### config.mk
export PLATFORM = sky130hd
export DESIGN_NAME = ncl_counter_sequencer_flat
export DESIGN_NICKNAME = d
export VERILOG_FILES = /design/src/rtl/ncl_counter_sequencer_pkg.sv /design/src/rtl/ncl_counter_sequencer_if.sv /design/src/rtl/ncl_counter_sequencer_sync.sv /design/src/rtl/ncl_counter_sequencer.sv /design/src/flat_wrapper.sv
export SDC_FILE = /design/constraint.sdc
export NUM_CORES = 1
export LEC_CHECK = 0
export CAP_MARGIN = 20
export CORE_MARGIN = 4
export CORE_UTILIZATION = 45
export DETAILED_ROUTE_END_ITERATION = 7
export GPL_TIMING_DRIVEN = 0
export PLACE_DENSITY = 0.71
export SETUP_SLACK_MARGIN = 0.02
export SLEW_MARGIN = 10
export SYNTH_ARGS = -nofsm -noshare
export SYNTH_HDL_FRONTEND = slang
export SYNTH_HIERARCHICAL = 1
export SYNTH_SLANG_ARGS = --single-unit
### constraint.sdc
create_clock -name clk -period 4.4 [get_ports clk]
set_clock_uncertainty 0.15 [all_clocks]
set_input_delay 0.88 -clock clk [delete_from_list [all_inputs] [get_ports clk]]
set_output_delay 0.88 -clock clk [all_outputs]
set_load 0.01 [all_outputs]
### src/rtl/ncl_counter_sequencer_pkg.sv
// ----------------------------------------------------------------------------
// ncl_seq_pkg
// Shared definitions for the NCL counter-ring sequencer:
//   - seq_state_e : controller FSM states
//   - DR_*        : dual-rail digit encodings (rail1 = bit 1, rail0 = bit 0)
//   - dr_is_data / dr_is_illegal : digit classification helpers
// ----------------------------------------------------------------------------
package ncl_seq_pkg;

    typedef enum logic [2:0] {
        ST_IDLE       = 3'd0,
        ST_ISSUE_DATA = 3'd1,
        ST_ISSUE_NULL = 3'd2,
        ST_WAIT_SUM   = 3'd3,
        ST_FAULT      = 3'd4
    } seq_state_e;

    localparam logic [1:0] DR_NULL = 2'b00;
    localparam logic [1:0] DR_ZERO = 2'b01;
    localparam logic [1:0] DR_ONE  = 2'b10;

    // A digit carries DATA when exactly one rail is high.
    function automatic logic dr_is_data(input logic [1:0] d);
        return (d == DR_ZERO) || (d == DR_ONE);
    endfunction

    // Both rails high can never be produced by a healthy ring.
    function automatic logic dr_is_illegal(input logic [1:0] d);
        return (d == 2'b11);
    endfunction

endpackage

### src/rtl/ncl_counter_sequencer_if.sv
// ----------------------------------------------------------------------------
// ncl_counter_sequencer_if
// Groups the control bus and the ring-facing signals of the sequencer.
//   slave  : sequencer side (consumes start/steps and the ring's async
//            completions, drives status, cin_d and sum_comp)
//   master : environment side (host + ring)
// ----------------------------------------------------------------------------
interface ncl_counter_sequencer_if #(
    parameter int N_DIGITS = 32,
    parameter int STEP_W   = 16
);
    logic                    start;
    logic [STEP_W-1:0]       steps;
    logic                    busy;
    logic                    done;
    logic [1:0]              cin_d;
    logic                    cin_comp;
    logic [2*N_DIGITS-1:0]   sum_d;
    logic [N_DIGITS-1:0]     sum_comp;
    logic [N_DIGITS-1:0]     value;
    logic                    value_valid;
    logic                    timeout;
    logic                    rail_err;

    modport master (
        output start, steps, cin_comp, sum_d,
        input  busy, done, cin_d, sum_comp, value, value_valid, timeout, rail_err
    );

    modport slave (
        input  start, steps, cin_comp, sum_d,
        output busy, done, cin_d, sum_comp, value, value_valid, timeout, rail_err
    );
endinterface

### src/rtl/ncl_counter_sequencer_sync.sv
// ----------------------------------------------------------------------------
// ncl_sync
// STAGES-deep flip-flop synchronizer for WIDTH asynchronous bits. Each bit
// is synchronized independently; multi-bit coherence is handled by the
// consumer (dual-rail digits are monotonic between NULL and DATA).
// Ports: clk, init (sync active-high clear), i_d (async in), o_q (sync out)
// ----------------------------------------------------------------------------
module ncl_sync #(
    parameter int WIDTH  = 1,
    parameter int STAGES = 2
) (
    input  logic             clk,
    input  logic             init,
    input  logic [WIDTH-1:0] i_d,
    output logic [WIDTH-1:0] o_q
);
    logic [WIDTH-1:0] r_stage [STAGES];

    // Shift chain; first stage samples the asynchronous input.
    always_ff @(posedge clk) begin
        if (init) begin
            for (int i = 0; i < STAGES; i++) begin
                r_stage[i] <= '0;
            end
        end else begin
            r_stage[0] <= i_d;
            for (int i = 1; i < STAGES; i++) begin
                r_stage[i] <= r_stage[i-1];
            end
        end
    end

    assign o_q = r_stage[STAGES-1];
endmodule

### src/rtl/ncl_counter_sequencer.sv
// ----------------------------------------------------------------------------
// ncl_counter_sequencer
// Drives an N_DIGITS dual-rail NCL counter ring from synchronous logic:
// issues `steps` carry-in DATA/NULL wavefronts, consumes each sum wavefront
// through per-digit completion acks, reports each completed count as a
// single-rail value, and faults on a stalled ring or an illegal digit.
// Ports:
//   clk  - single clock
//   init - synchronous active-high reset (also the ring's init)
//   bus  - slave modport: start/steps/busy/done, cin_d/cin_comp,
//          sum_d/sum_comp, value/value_valid, timeout/rail_err
// ----------------------------------------------------------------------------
module ncl_counter_sequencer
    import ncl_seq_pkg::*;
#(
    parameter int N_DIGITS    = 32,
    parameter int STEP_W      = 16,
    parameter int SYNC_STAGES = 2,
    parameter int TIMEOUT     = 1023
) (
    input  logic                     clk,
    input  logic                     init,
    ncl_counter_sequencer_if.slave   bus
);
    localparam int                WD_W     = $clog2(TIMEOUT + 1);
    localparam logic [WD_W-1:0]   WD_LIMIT = WD_W'(TIMEOUT);
    localparam logic [STEP_W-1:0] REM_ONE  = STEP_W'(1);

    // synchronized ring inputs
    logic                  w_cin_comp_s;
    logic [2*N_DIGITS-1:0] w_sum_s;

    // digit classification
    logic [N_DIGITS-1:0]   w_dig_data;
    logic [N_DIGITS-1:0]   w_dig_null;
    logic [N_DIGITS-1:0]   w_dig_ill;
    logic [N_DIGITS-1:0]   w_rail1;
    logic                  w_all_data;
    logic                  w_all_null;
    logic                  w_any_ill;

    // FSM / datapath
    seq_state_e            r_state;
    seq_state_e            w_next_state;
    logic [STEP_W-1:0]     r_remaining;
    logic [WD_W-1:0]       r_wdog;
    logic                  w_active;
    logic                  w_wd_expire;
    logic                  w_load;
    logic                  w_dec;
    logic                  w_done_set;
    logic                  w_to_set;
    logic                  w_re_set;
    logic                  w_capture;
    logic                  w_rearm;

    // registered outputs and collector state
    logic [1:0]            r_cin_d;
    logic [N_DIGITS-1:0]   r_sum_comp;
    logic                  r_busy;
    logic                  r_done;
    logic [N_DIGITS-1:0]   r_value;
    logic                  r_value_valid;
    logic                  r_timeout;
    logic                  r_rail_err;
    logic                  r_armed;
    logic                  r_wave_done;

    ncl_sync #(.WIDTH(1), .STAGES(SYNC_STAGES)) u_sync_cin (
        .clk  (clk),
        .init (init),
        .i_d  (bus.cin_comp),
        .o_q  (w_cin_comp_s)
    );

    ncl_sync #(.WIDTH(2*N_DIGITS), .STAGES(SYNC_STAGES)) u_sync_sum (
        .clk  (clk),
        .init (init),
        .i_d  (bus.sum_d),
        .o_q  (w_sum_s)
    );

    // Classify every synchronized digit as NULL, DATA or illegal.
    always_comb begin
        w_dig_data = '0;
        w_dig_null = '0;
        w_dig_ill  = '0;
        w_rail1    = '0;
        for (int k = 0; k < N_DIGITS; k++) begin
            w_dig_data[k] = dr_is_data(w_sum_s[2*k +: 2]);
            w_dig_ill[k]  = dr_is_illegal(w_sum_s[2*k +: 2]);
            w_dig_null[k] = (w_sum_s[2*k +: 2] == DR_NULL);
            w_rail1[k]    = w_sum_s[2*k+1];
        end
    end

    assign w_all_data = &w_dig_data;
    assign w_all_null = &w_dig_null;
    assign w_any_ill  = |w_dig_ill;

    assign w_active = (r_state == ST_ISSUE_DATA) || (r_state == ST_ISSUE_NULL) ||
                      (r_state == ST_WAIT_SUM);

    // Capture once per wave: the last digit's ack is still low on the first
    // all-DATA cycle, and r_armed blocks repeats until the wave returns NULL.
    assign w_capture = r_armed && w_all_data && !(&r_sum_comp);
    assign w_rearm   = !r_armed && w_all_null;

    // Next-state and event decode; fault causes override the normal path.
    always_comb begin
        w_next_state = r_state;
        w_load       = 1'b0;
        w_dec        = 1'b0;
        w_done_set   = 1'b0;
        w_to_set     = 1'b0;
        w_re_set     = 1'b0;
        w_wd_expire  = w_active && (r_wdog == WD_LIMIT);
        case (r_state)
            ST_IDLE: begin
                if (bus.start) begin
                    if (bus.steps != '0) begin
                        w_load       = 1'b1;
                        w_next_state = ST_ISSUE_DATA;
                    end else begin
                        w_done_set   = 1'b1;
                    end
                end else begin
                    w_next_state = ST_IDLE;
                end
            end
            ST_ISSUE_DATA: begin
                if (w_cin_comp_s) begin
                    w_next_state = ST_ISSUE_NULL;
                end else begin
                    w_next_state = ST_ISSUE_DATA;
                end
            end
            ST_ISSUE_NULL: begin
                if (!w_cin_comp_s) begin
                    w_next_state = ST_WAIT_SUM;
                end else begin
                    w_next_state = ST_ISSUE_NULL;
                end
            end
            ST_WAIT_SUM: begin
                if (r_wave_done || w_rearm) begin
                    w_dec = 1'b1;
                    if (r_remaining == REM_ONE) begin
                        w_done_set   = 1'b1;
                        w_next_state = ST_IDLE;
                    end else begin
                        w_next_state = ST_ISSUE_DATA;
                    end
                end else begin
                    w_next_state = ST_WAIT_SUM;
                end
            end
            ST_FAULT: begin
                w_next_state = ST_FAULT;
            end
            default: begin
                w_next_state = ST_FAULT;
            end
        endcase

        if (w_wd_expire) begin
            w_to_set     = 1'b1;
            w_next_state = ST_FAULT;
        end else begin
            w_to_set     = 1'b0;
        end

        if (w_any_ill && (r_state != ST_FAULT)) begin
            w_re_set     = 1'b1;
            w_next_state = ST_FAULT;
        end else begin
            w_re_set     = 1'b0;
        end

        if (w_next_state == ST_FAULT) begin
            w_done_set = 1'b0;
        end else begin
            w_done_set = w_done_set;
        end
    end

    // FSM state register.
    always_ff @(posedge clk) begin
        if (init) begin
            r_state <= ST_IDLE;
        end else begin
            r_state <= w_next_state;
        end
    end

    // Remaining-increment counter.
    always_ff @(posedge clk) begin
        if (init) begin
            r_remaining <= '0;
        end else if (w_load) begin
            r_remaining <= bus.steps;
        end else if (w_dec) begin
            r_remaining <= r_remaining - REM_ONE;
        end else begin
            r_remaining <= r_remaining;
        end
    end

    // Watchdog: cycles spent in the current wait state.
    always_ff @(posedge clk) begin
        if (init) begin
            r_wdog <= '0;
        end else if (!w_active || (w_next_state != r_state)) begin
            r_wdog <= '0;
        end else begin
            r_wdog <= r_wdog + WD_W'(1);
        end
    end

    // Registered control outputs derived from the state being entered.
    always_ff @(posedge clk) begin
        if (init) begin
            r_cin_d <= DR_NULL;
            r_busy  <= 1'b0;
            r_done  <= 1'b0;
        end else begin
            r_cin_d <= (w_next_state == ST_ISSUE_DATA) ? DR_ONE : DR_NULL;
            r_busy  <= (w_next_state == ST_ISSUE_DATA) ||
                       (w_next_state == ST_ISSUE_NULL) ||
                       (w_next_state == ST_WAIT_SUM);
            r_done  <= w_done_set;
        end
    end

    // Sticky fault flags.
    always_ff @(posedge clk) begin
        if (init) begin
            r_timeout  <= 1'b0;
            r_rail_err <= 1'b0;
        end else begin
            r_timeout  <= r_timeout  | w_to_set;
            r_rail_err <= r_rail_err | w_re_set;
        end
    end

    // Per-digit acknowledge: follows DATA/NULL, holds on an illegal digit.
    always_ff @(posedge clk) begin
        if (init) begin
            r_sum_comp <= '0;
        end else if (w_next_state == ST_FAULT) begin
            r_sum_comp <= '0;
        end else begin
            for (int k = 0; k < N_DIGITS; k++) begin
                if (w_dig_data[k]) begin
                    r_sum_comp[k] <= 1'b1;
                end else if (w_dig_null[k]) begin
                    r_sum_comp[k] <= 1'b0;
                end else begin
                    r_sum_comp[k] <= r_sum_comp[k];
                end
            end
        end
    end

    // Wave collector: one capture per DATA wave, rearmed by the NULL wave.
    always_ff @(posedge clk) begin
        if (init) begin
            r_value       <= '0;
            r_value_valid <= 1'b0;
            r_armed       <= 1'b1;
        end else if ((r_state == ST_FAULT) || (w_next_state == ST_FAULT)) begin
            r_value       <= r_value;
            r_value_valid <= 1'b0;
            r_armed       <= r_armed;
        end else if (w_capture) begin
            r_value       <= w_rail1;
            r_value_valid <= 1'b1;
            r_armed       <= 1'b0;
        end else if (w_rearm) begin
            r_value       <= r_value;
            r_value_valid <= 1'b0;
            r_armed       <= 1'b1;
        end else begin
            r_value       <= r_value;
            r_value_valid <= 1'b0;
            r_armed       <= r_armed;
        end
    end

    // Remembers a rearm that lands before WAIT_SUM is reached.
    always_ff @(posedge clk) begin
        if (init) begin
            r_wave_done <= 1'b0;
        end else if (w_load || w_dec) begin
            r_wave_done <= 1'b0;
        end else if (w_active && w_rearm) begin
            r_wave_done <= 1'b1;
        end else begin
            r_wave_done <= r_wave_done;
        end
    end

    assign bus.cin_d       = r_cin_d;
    assign bus.sum_comp    = r_sum_comp;
    assign bus.busy        = r_busy;
    assign bus.done        = r_done;
    assign bus.value       = r_value;
    assign bus.value_valid = r_value_valid;
    assign bus.timeout     = r_timeout;
    assign bus.rail_err    = r_rail_err;

endmodule

### src/flat_wrapper.sv
// flat-port wrapper written by rule: the top's interface ports become plain ports
module ncl_counter_sequencer_flat import ncl_seq_pkg::*;
#(
    parameter int N_DIGITS    = 32,
    parameter int STEP_W      = 16,
    parameter int SYNC_STAGES = 2,
    parameter int TIMEOUT     = 1023
)
  (clk, init, bus_start, bus_steps, bus_cin_comp, bus_sum_d, bus_busy, bus_done, bus_cin_d, bus_sum_comp, bus_value, bus_value_valid, bus_timeout, bus_rail_err);
  ncl_counter_sequencer_if #(.N_DIGITS(N_DIGITS), .STEP_W(STEP_W)) bus_i ();
  input  logic clk;
  input  logic init;
  input wire logic [$bits(bus_i.start)-1:0] bus_start;
  input wire logic [$bits(bus_i.steps)-1:0] bus_steps;
  input wire logic [$bits(bus_i.cin_comp)-1:0] bus_cin_comp;
  input wire logic [$bits(bus_i.sum_d)-1:0] bus_sum_d;
  output wire logic [$bits(bus_i.busy)-1:0] bus_busy;
  output wire logic [$bits(bus_i.done)-1:0] bus_done;
  output wire logic [$bits(bus_i.cin_d)-1:0] bus_cin_d;
  output wire logic [$bits(bus_i.sum_comp)-1:0] bus_sum_comp;
  output wire logic [$bits(bus_i.value)-1:0] bus_value;
  output wire logic [$bits(bus_i.value_valid)-1:0] bus_value_valid;
  output wire logic [$bits(bus_i.timeout)-1:0] bus_timeout;
  output wire logic [$bits(bus_i.rail_err)-1:0] bus_rail_err;
  assign bus_i.start = bus_start;
  assign bus_i.steps = bus_steps;
  assign bus_i.cin_comp = bus_cin_comp;
  assign bus_i.sum_d = bus_sum_d;
  assign bus_busy = bus_i.busy;
  assign bus_done = bus_i.done;
  assign bus_cin_d = bus_i.cin_d;
  assign bus_sum_comp = bus_i.sum_comp;
  assign bus_value = bus_i.value;
  assign bus_value_valid = bus_i.value_valid;
  assign bus_timeout = bus_i.timeout;
  assign bus_rail_err = bus_i.rail_err;
  ncl_counter_sequencer #(.N_DIGITS(N_DIGITS), .STEP_W(STEP_W), .SYNC_STAGES(SYNC_STAGES), .TIMEOUT(TIMEOUT)) u_core (.clk(clk), .init(init), .bus(bus_i));
endmodule
==> reports/qor.csv, run 1 <==
metric,value,unit
status,finished clean,
Sequential cell area,4620,sq um
initial antenna violation count,0,
"Design Area, Final",12600,sq um
sequential share of power,46.7,%
Hold Crit Endpoint,u_core/u_sync_sum/r_stage[0][83],
clk_lat worst skew,0.51,ns
die height,156,um
Residual DRC,0,
Post-Syn Instances,984,
Fillers,1848,
setup TNS,0,ns
Post-Syn Nets,1167,
largest net degree at the start of global routing,14,
1st-iter DRT viols,326,
warnings from Yosys,6,
LEAKAGE,5.44,nW
Arrival @ worst endpoint,3.43,ns
Slew HR,27.9,%
area occupied by multi-input gates,4270,sq um
crit share post-route,73.3,%
RSZ-0062 raised after global routing,no,
PwrDens,381,nW/um^2
Hold Crit Depth,1,
Post-DP Area,11700,sq um
Clock Power Share,43.2,%
die area,24300,sq um
# resized after CTS,0,
Setup CP Type,register to register,
Pint,3.70,mW
DPL Wire Length,17100,um
"Max FO, Critical Path",10,
port buffer count,153,
"Top FF cell, synth",dfxtp_1,
Worst R2R Setup Slack,1.18,ns
routed via count,6859,
Layout Nets,1347,
Yosys reg bits,231,
Initial Utilization,46.3,%
ys async rst share,0,%
total global-route track usage,18.1,%
H-Tree Depth,1,
endpoint type of the worst setup path,register,
first-pass GRT wire length,35400,um
highest-count cells in the layout ignoring fill and taps,"dfxtp_1, clkdlybuf4s50_1, nor2b_1",
placer congestion estimate,0.900,
fmax,0.310,GHz
hold_sp,u_core/u_sync_sum/r_stage[0][19],
synthesis-to-finish area growth,27.4,%
Peak VDD IR,0.301,mV
syn_area_per_cell,10.0,sq um
Avg Vias per Cell,4.71,
metal3 WL,1440,um
CTS tree,done,
Hold/Removal Path Class,register to register,
Overflow after GRT,0,
Logic pwr share,10.1,%
setup bufs post-CTS,0,
ant diodes,0,
met2 routed WL,10500,um
cts hold-fix bufs,0,
"commonest non-fill, non-tap cell in the layout",dfxtp_1,
Post-synth EDFFs,0,
FF-to-FF Start,u_core/u_sync_sum/r_stage[0][117],
M1 WL,9660,um
sequential area share after synthesis,47.0,%
Synth cell types,50,
I/O Pins,155,
CTS Buf Count,25,
WL per Instance,15.2,um
Setup Viol. Count Final,0,
FF-to-FF End,u_core/bus.value[5],
Post-Syn Area,9850,sq um
Root Buffer,clkbuf_16,
Detailed Route WL,22100,um
Clock Sinks,231,
Reg2Reg Depth,9,
antenna-violating nets left,0,
clock-pin transition on the worst setup and hold timing paths,0.06,ns
Worst EP required,4.60,ns
Die Width,156,um
core area,21300,sq um
NetSw,1.08,mW
worst-margin pin slew,1.07,ns
Cell Rows,53,
Bufs on Longest Clock Path,3,
Final min period,3.22,ns
Critical Path Start Type,register,
max-cap violations,0,
Highest Signal Layer,met4,
Net Sw Frac,22.6,%
Final Slew Violations,0,
1st-pass router iterations,4,
final hold viol count,0,
vias in the first global route,6913,
layout cells sized above 1,10.9,%
power by group through the flow:
| stage | clock (mW) | combinational (mW) | sequential (mW) |
|---|---|---|---|
| floorplan | 0 | 0.278 | 2.27 |
| global placement | 0 | 0.480 | 2.27 |
| detailed placement | 0 | 0.484 | 2.28 |
| CTS | 2.11 | 0.487 | 2.23 |
| global route | 2.20 | 0.537 | 2.24 |
| finish | 2.07 | 0.483 | 2.23 |
routing by layer:
layer  global-route usage (%)  up-vias
met3                     4.27       28
met4                     4.79        0
met1                     23.1     3162
li1                         -     3521
met5                        0        -
met2                     31.0      148
worst max-delay path: stages (launching register included):
cell and delay (ns):
dfxtp_1 0.30, buf_4 0.14, ha_1 0.19, nor4_1 0.38, nand2_1 0.13, nor4_1 0.54, nand4_1 0.55, buf_2 0.43
mux2i_1 0.20, nor2_1 0.06
Yosys cell counts, types with 3 or more instances:
| cell type | instances | share of area (%) |
|---|---|---|
| dfxtp_1 | 231 | 47 |
| nor2b_1 | 132 | 8.4 |
| nor2_1 | 101 | 3.8 |
| ha_1 | 99 | 13 |
| buf_4 | 75 | 5.7 |
| inv_1 | 74 | 2.8 |
| mux2i_1 | 67 | 6.8 |
| nand4_1 | 30 | 1.9 |
| nor4_1 | 19 | 1.2 |
| nand2_1 | 18 | 0.69 |
| nor3_1 | 16 | 0.81 |
| a21oi_1 | 14 | 0.71 |
| clkbuf_1 | 10 | 0.38 |
| buf_2 | 8 | 0.41 |
| nand3_1 | 8 | 0.41 |
| xnor2_1 | 8 | 0.71 |
| o21ai_0 | 6 | 0.30 |
| and3_1 | 5 | 0.32 |
| a22oi_1 | 4 | 0.30 |
| a311o_1 | 4 | 0.41 |
| a31oi_1 | 4 | 0.25 |
| and2_1 | 4 | 0.25 |
| buf_1 | 4 | 0.15 |
| or4_1 | 4 | 0.30 |
| xor2_1 | 4 | 0.36 |
| nor3b_1 | 3 | 0.23 |
| o211ai_1 | 3 | 0.23 |
area by class of cell:
cell class                 count  area share, %
multi-input combinational    580           34.0
tap                          275           2.74
inverter                      74           2.21
timing repair buffer         153           12.2
clock inverter                 7          0.708
sequential                   231           36.8
clock buffer                  36           5.87
buffer                        99           5.40
kinds of logic (layout without fill, tap and decap cells):
family                     Yosys count  count (layout)  synth area share (%)
and+or+nand+nor                    349             349                  19.2
DFF                                231             231                  47.0
buffers and inverters              173             369                  9.71
adders and majority gates           99              99                  12.6
muxes                               67              67                  6.81
AOI/OAI and AO/OA                   52              52                  3.66
xor gates and xnor gates            12              12                  1.07
other                                1               1                0.0381
state kept, by name (all words and copies together), names as in the netlist:
name                       count
u_core/bus.busy                1
u_core/bus.cin_d               1
u_core/bus.done                1
u_core/bus.rail_err            1
u_core/bus.sum_comp           32
u_core/bus.timeout             1
u_core/bus.value              32
u_core/bus.value_valid         1
u_core/r_armed                 1
u_core/r_remaining            16
u_core/r_state                 3
u_core/r_wave_done             1
u_core/r_wdog                 10
u_core/u_sync_cin/r_stage      2
u_core/u_sync_sum/r_stage    128
worst max path at each step:
stage	start	end	slack, ns	depth (start not counted)
detailed placement	bus_steps[11]	u_core/r_wdog[7]	1.15	9
global placement	bus_steps[11]	u_core/r_wdog[8]	1.16	9
finish	u_core/u_sync_sum/r_stage[0][117]	u_core/bus.value[5]	1.18	9
floorplan	u_core/u_sync_sum/r_stage[0][116]	u_core/bus.value[3]	1.97	9
CTS	u_core/u_sync_sum/r_stage[0][100]	u_core/bus.value[5]	1.15	9
global route	u_core/u_sync_sum/r_stage[0][66]	u_core/bus.value[3]	0.82	9
through the flow:
step | utilization (%) | instances | setup slack (ns) | hold slack (ns) | total power [mW]
3_5_place_dp | 55.1 | 1412 | 1.15 | 0.270 | 2.76
6_report | 59.0 | 1455 | 1.18 | 0.279 | 4.78
4_1_cts | 59.0 | 1455 | 1.15 | 0.282 | 4.83
2_1_floorplan | - | 984 | 1.97 | 0.264 | 2.55
5_1_grt | 59.0 | 1455 | 0.821 | 0.293 | 4.98
3_3_place_gp | 55.1 | 1412 | 1.16 | 0.268 | 2.75
Note: power is estimated with default switching activity, not from simulation.
==> run 2: changes to the inputs <==
Clock period 4.4 ns to 3.4 ns, I/O delays scaled along.
==> run 2 against run 1 <==
Critical path depth unchanged. Clock power up 29%. Cell count up 0.14%. Die area unchanged. Combinational power up 30%. Flip-flop and latch count unchanged. Count of clock-buffer cells in the layout unchanged. Global-route usage unchanged. Sequential share of layout area down 0.062 points. Wire length down 0.12%. Critical endpoint is now u_core/r_wdog[5]. Largest power group unchanged.
==> reports/qor.csv, run 2 (synthesis results as in run 1) <==
metric,value,unit
ant diodes,0,
FF-to-FF Start,u_core/u_sync_sum/r_stage[0][116],
clock-pin transition on the worst setup and hold timing paths,0.06,ns
Cell Rows,53,
Peak VDD IR,0.387,mV
1st-iter DRT viols,318,
Arrival @ worst endpoint,3.19,ns
Finished Core Util,59.1,%
I/O Pins,155,
initial antenna violation count,0,
Worst R2R Setup Slack,0.48,ns
FF-to-FF End,u_core/r_wdog[5],
DPL Wire Length,17100,um
die height,156,um
Layout Nets,1349,
Critical Path Start Type,register,
port buffer count,153,
die area,24300,sq um
setup TNS,0,ns
Detailed Route WL,22000,um
first-pass GRT wire length,35400,um
1st-pass router iterations,4,
LEAKAGE,5.45,nW
routed via count,6904,
Final min period,2.92,ns
H-Tree Depth,1,
CP startpoint,u_core/u_sync_sum/r_stage[0][116],
max reg flops,128,
vias in the first global route,6913,
fin cells,1457,
antenna-violating nets left,0,
final hold viol count,0,
highest-count cells in the layout ignoring fill and taps,"dfxtp_1, clkdlybuf4s50_1, nor2b_1",
total global-route track usage,18.1,%
Fillers,1845,
area occupied by multi-input gates,4280,sq um
"commonest non-fill, non-tap cell in the layout",dfxtp_1,
crit share post-route,85.9,%
Residual DRC,0,
"Max FO, Critical Path",10,
WL per Instance,15.1,um
Avg Vias per Cell,4.74,
Hold/Removal Path Class,register to register,
PwrDens,492,nW/um^2
largest net degree at the start of global routing,14,
Slew HR,56.5,%
Sequential cell area,4620,sq um
Root Buffer,clkbuf_16,
Reg2Reg Depth,9,
worst-margin pin slew,0.646,ns
Die Width,156,um
Post-Place Cells,1412,
max-cap violations,0,
Overflow after GRT,0,
Final Slew Violations,0,
Setup CP Type,register to register,
"Most flops, register",u_core/u_sync_sum/r_stage,
core area,21300,sq um
CTS tree,done,
status,finished clean,
fmax,0.342,GHz
RSZ-0062 raised after global routing,no,
clk_lat worst skew,0.51,ns
Bufs on Longest Clock Path,3,
Setup Viol. Count Final,0,
layout cells sized above 1,11.2,%
synthesis-to-finish area growth,27.6,%
CTS Buf Count,25,
Worst EP required,3.67,ns
Clock Sinks,231,
crit path to,u_core/r_wdog[5],
cts hold-fix bufs,0,
endpoint type of the worst setup path,register,
Initial Utilization,46.3,%
placer congestion estimate,0.900,
==> run 2: worst min path at each step <==
stage / from / to / cells past startpoint
finish: u_core/u_sync_sum/r_stage[0][19] / u_core/u_sync_sum/r_stage[0][83] / 1
global route: u_core/u_sync_sum/r_stage[0][18] / u_core/u_sync_sum/r_stage[0][82] / 1
CTS: u_core/u_sync_sum/r_stage[0][19] / u_core/u_sync_sum/r_stage[0][83] / 1
detailed placement: u_core/u_sync_sum/r_stage[0][36] / u_core/u_sync_sum/r_stage[0][100] / 1
global placement: u_core/u_sync_sum/r_stage[0][39] / u_core/u_sync_sum/r_stage[0][103] / 1
floorplan: u_core/u_sync_cin/r_stage[0][0] / u_core/u_sync_cin/r_stage[0][1] / 1
==> run 2: layout make-up <==
class | count | area share, %
Sequential cell | 231 | 36.8
Multi-Input combinational cell | 580 | 34.0
Timing Repair Buffer | 155 | 12.3
Clock buffer | 36 | 5.86
Buffer | 99 | 5.39
Tap cell | 275 | 2.74
Inverter | 74 | 2.21
Clock inverter | 7 | 0.707
==> run 2: metal layers <==
layer / vias to the layer above / track usage, % / share of wire, %
met5: - / 0 / 0
met4: 0 / 4.79 / 2.1
met3: 30 / 4.27 / 6.4
met2: 139 / 31.0 / 48
met1: 3201 / 23.1 / 44
li1: 3534 / - / -
==> run 2: per-stage QoR <==
stage               power (mW)  area (sq um)  hold slack, ns  worst slack (ns)
global placement          3.56         11700           0.268             0.191
finish                    6.18         12600           0.279             0.479
global route              6.44         12600           0.293            0.0721
detailed placement        3.57         11700           0.270             0.183
floorplan                 3.29          9850           0.264             0.972
CTS                       6.24         12600           0.282             0.154
==> run 2: timing repair <==
action | in CTS | in global routing
hold endpoints to repair | 0 | 0
buffers inserted | 0 | 2
gates resized for setup | 0 | 1
setup endpoints to repair | 0 | 33
==> run 2: worst max-delay path, stage by stage, from the launching register on <==
cell and delay, ns:
dfxtp_1 0.29, buf_4 0.13, ha_1 0.20, nor4_1 0.38
nand2_1 0.13, nor4_1 0.54, nand3b_1 0.14, clkbuf_1 0.27
buf_1 0.33, nor3_1 0.25
==> run 2: power by group <==
group          leakage (nW)  internal (mW)  switching [mW]
sequential             1.90           2.82          0.0617
combinational          3.14          0.317           0.309
clock                 0.411           1.65            1.02
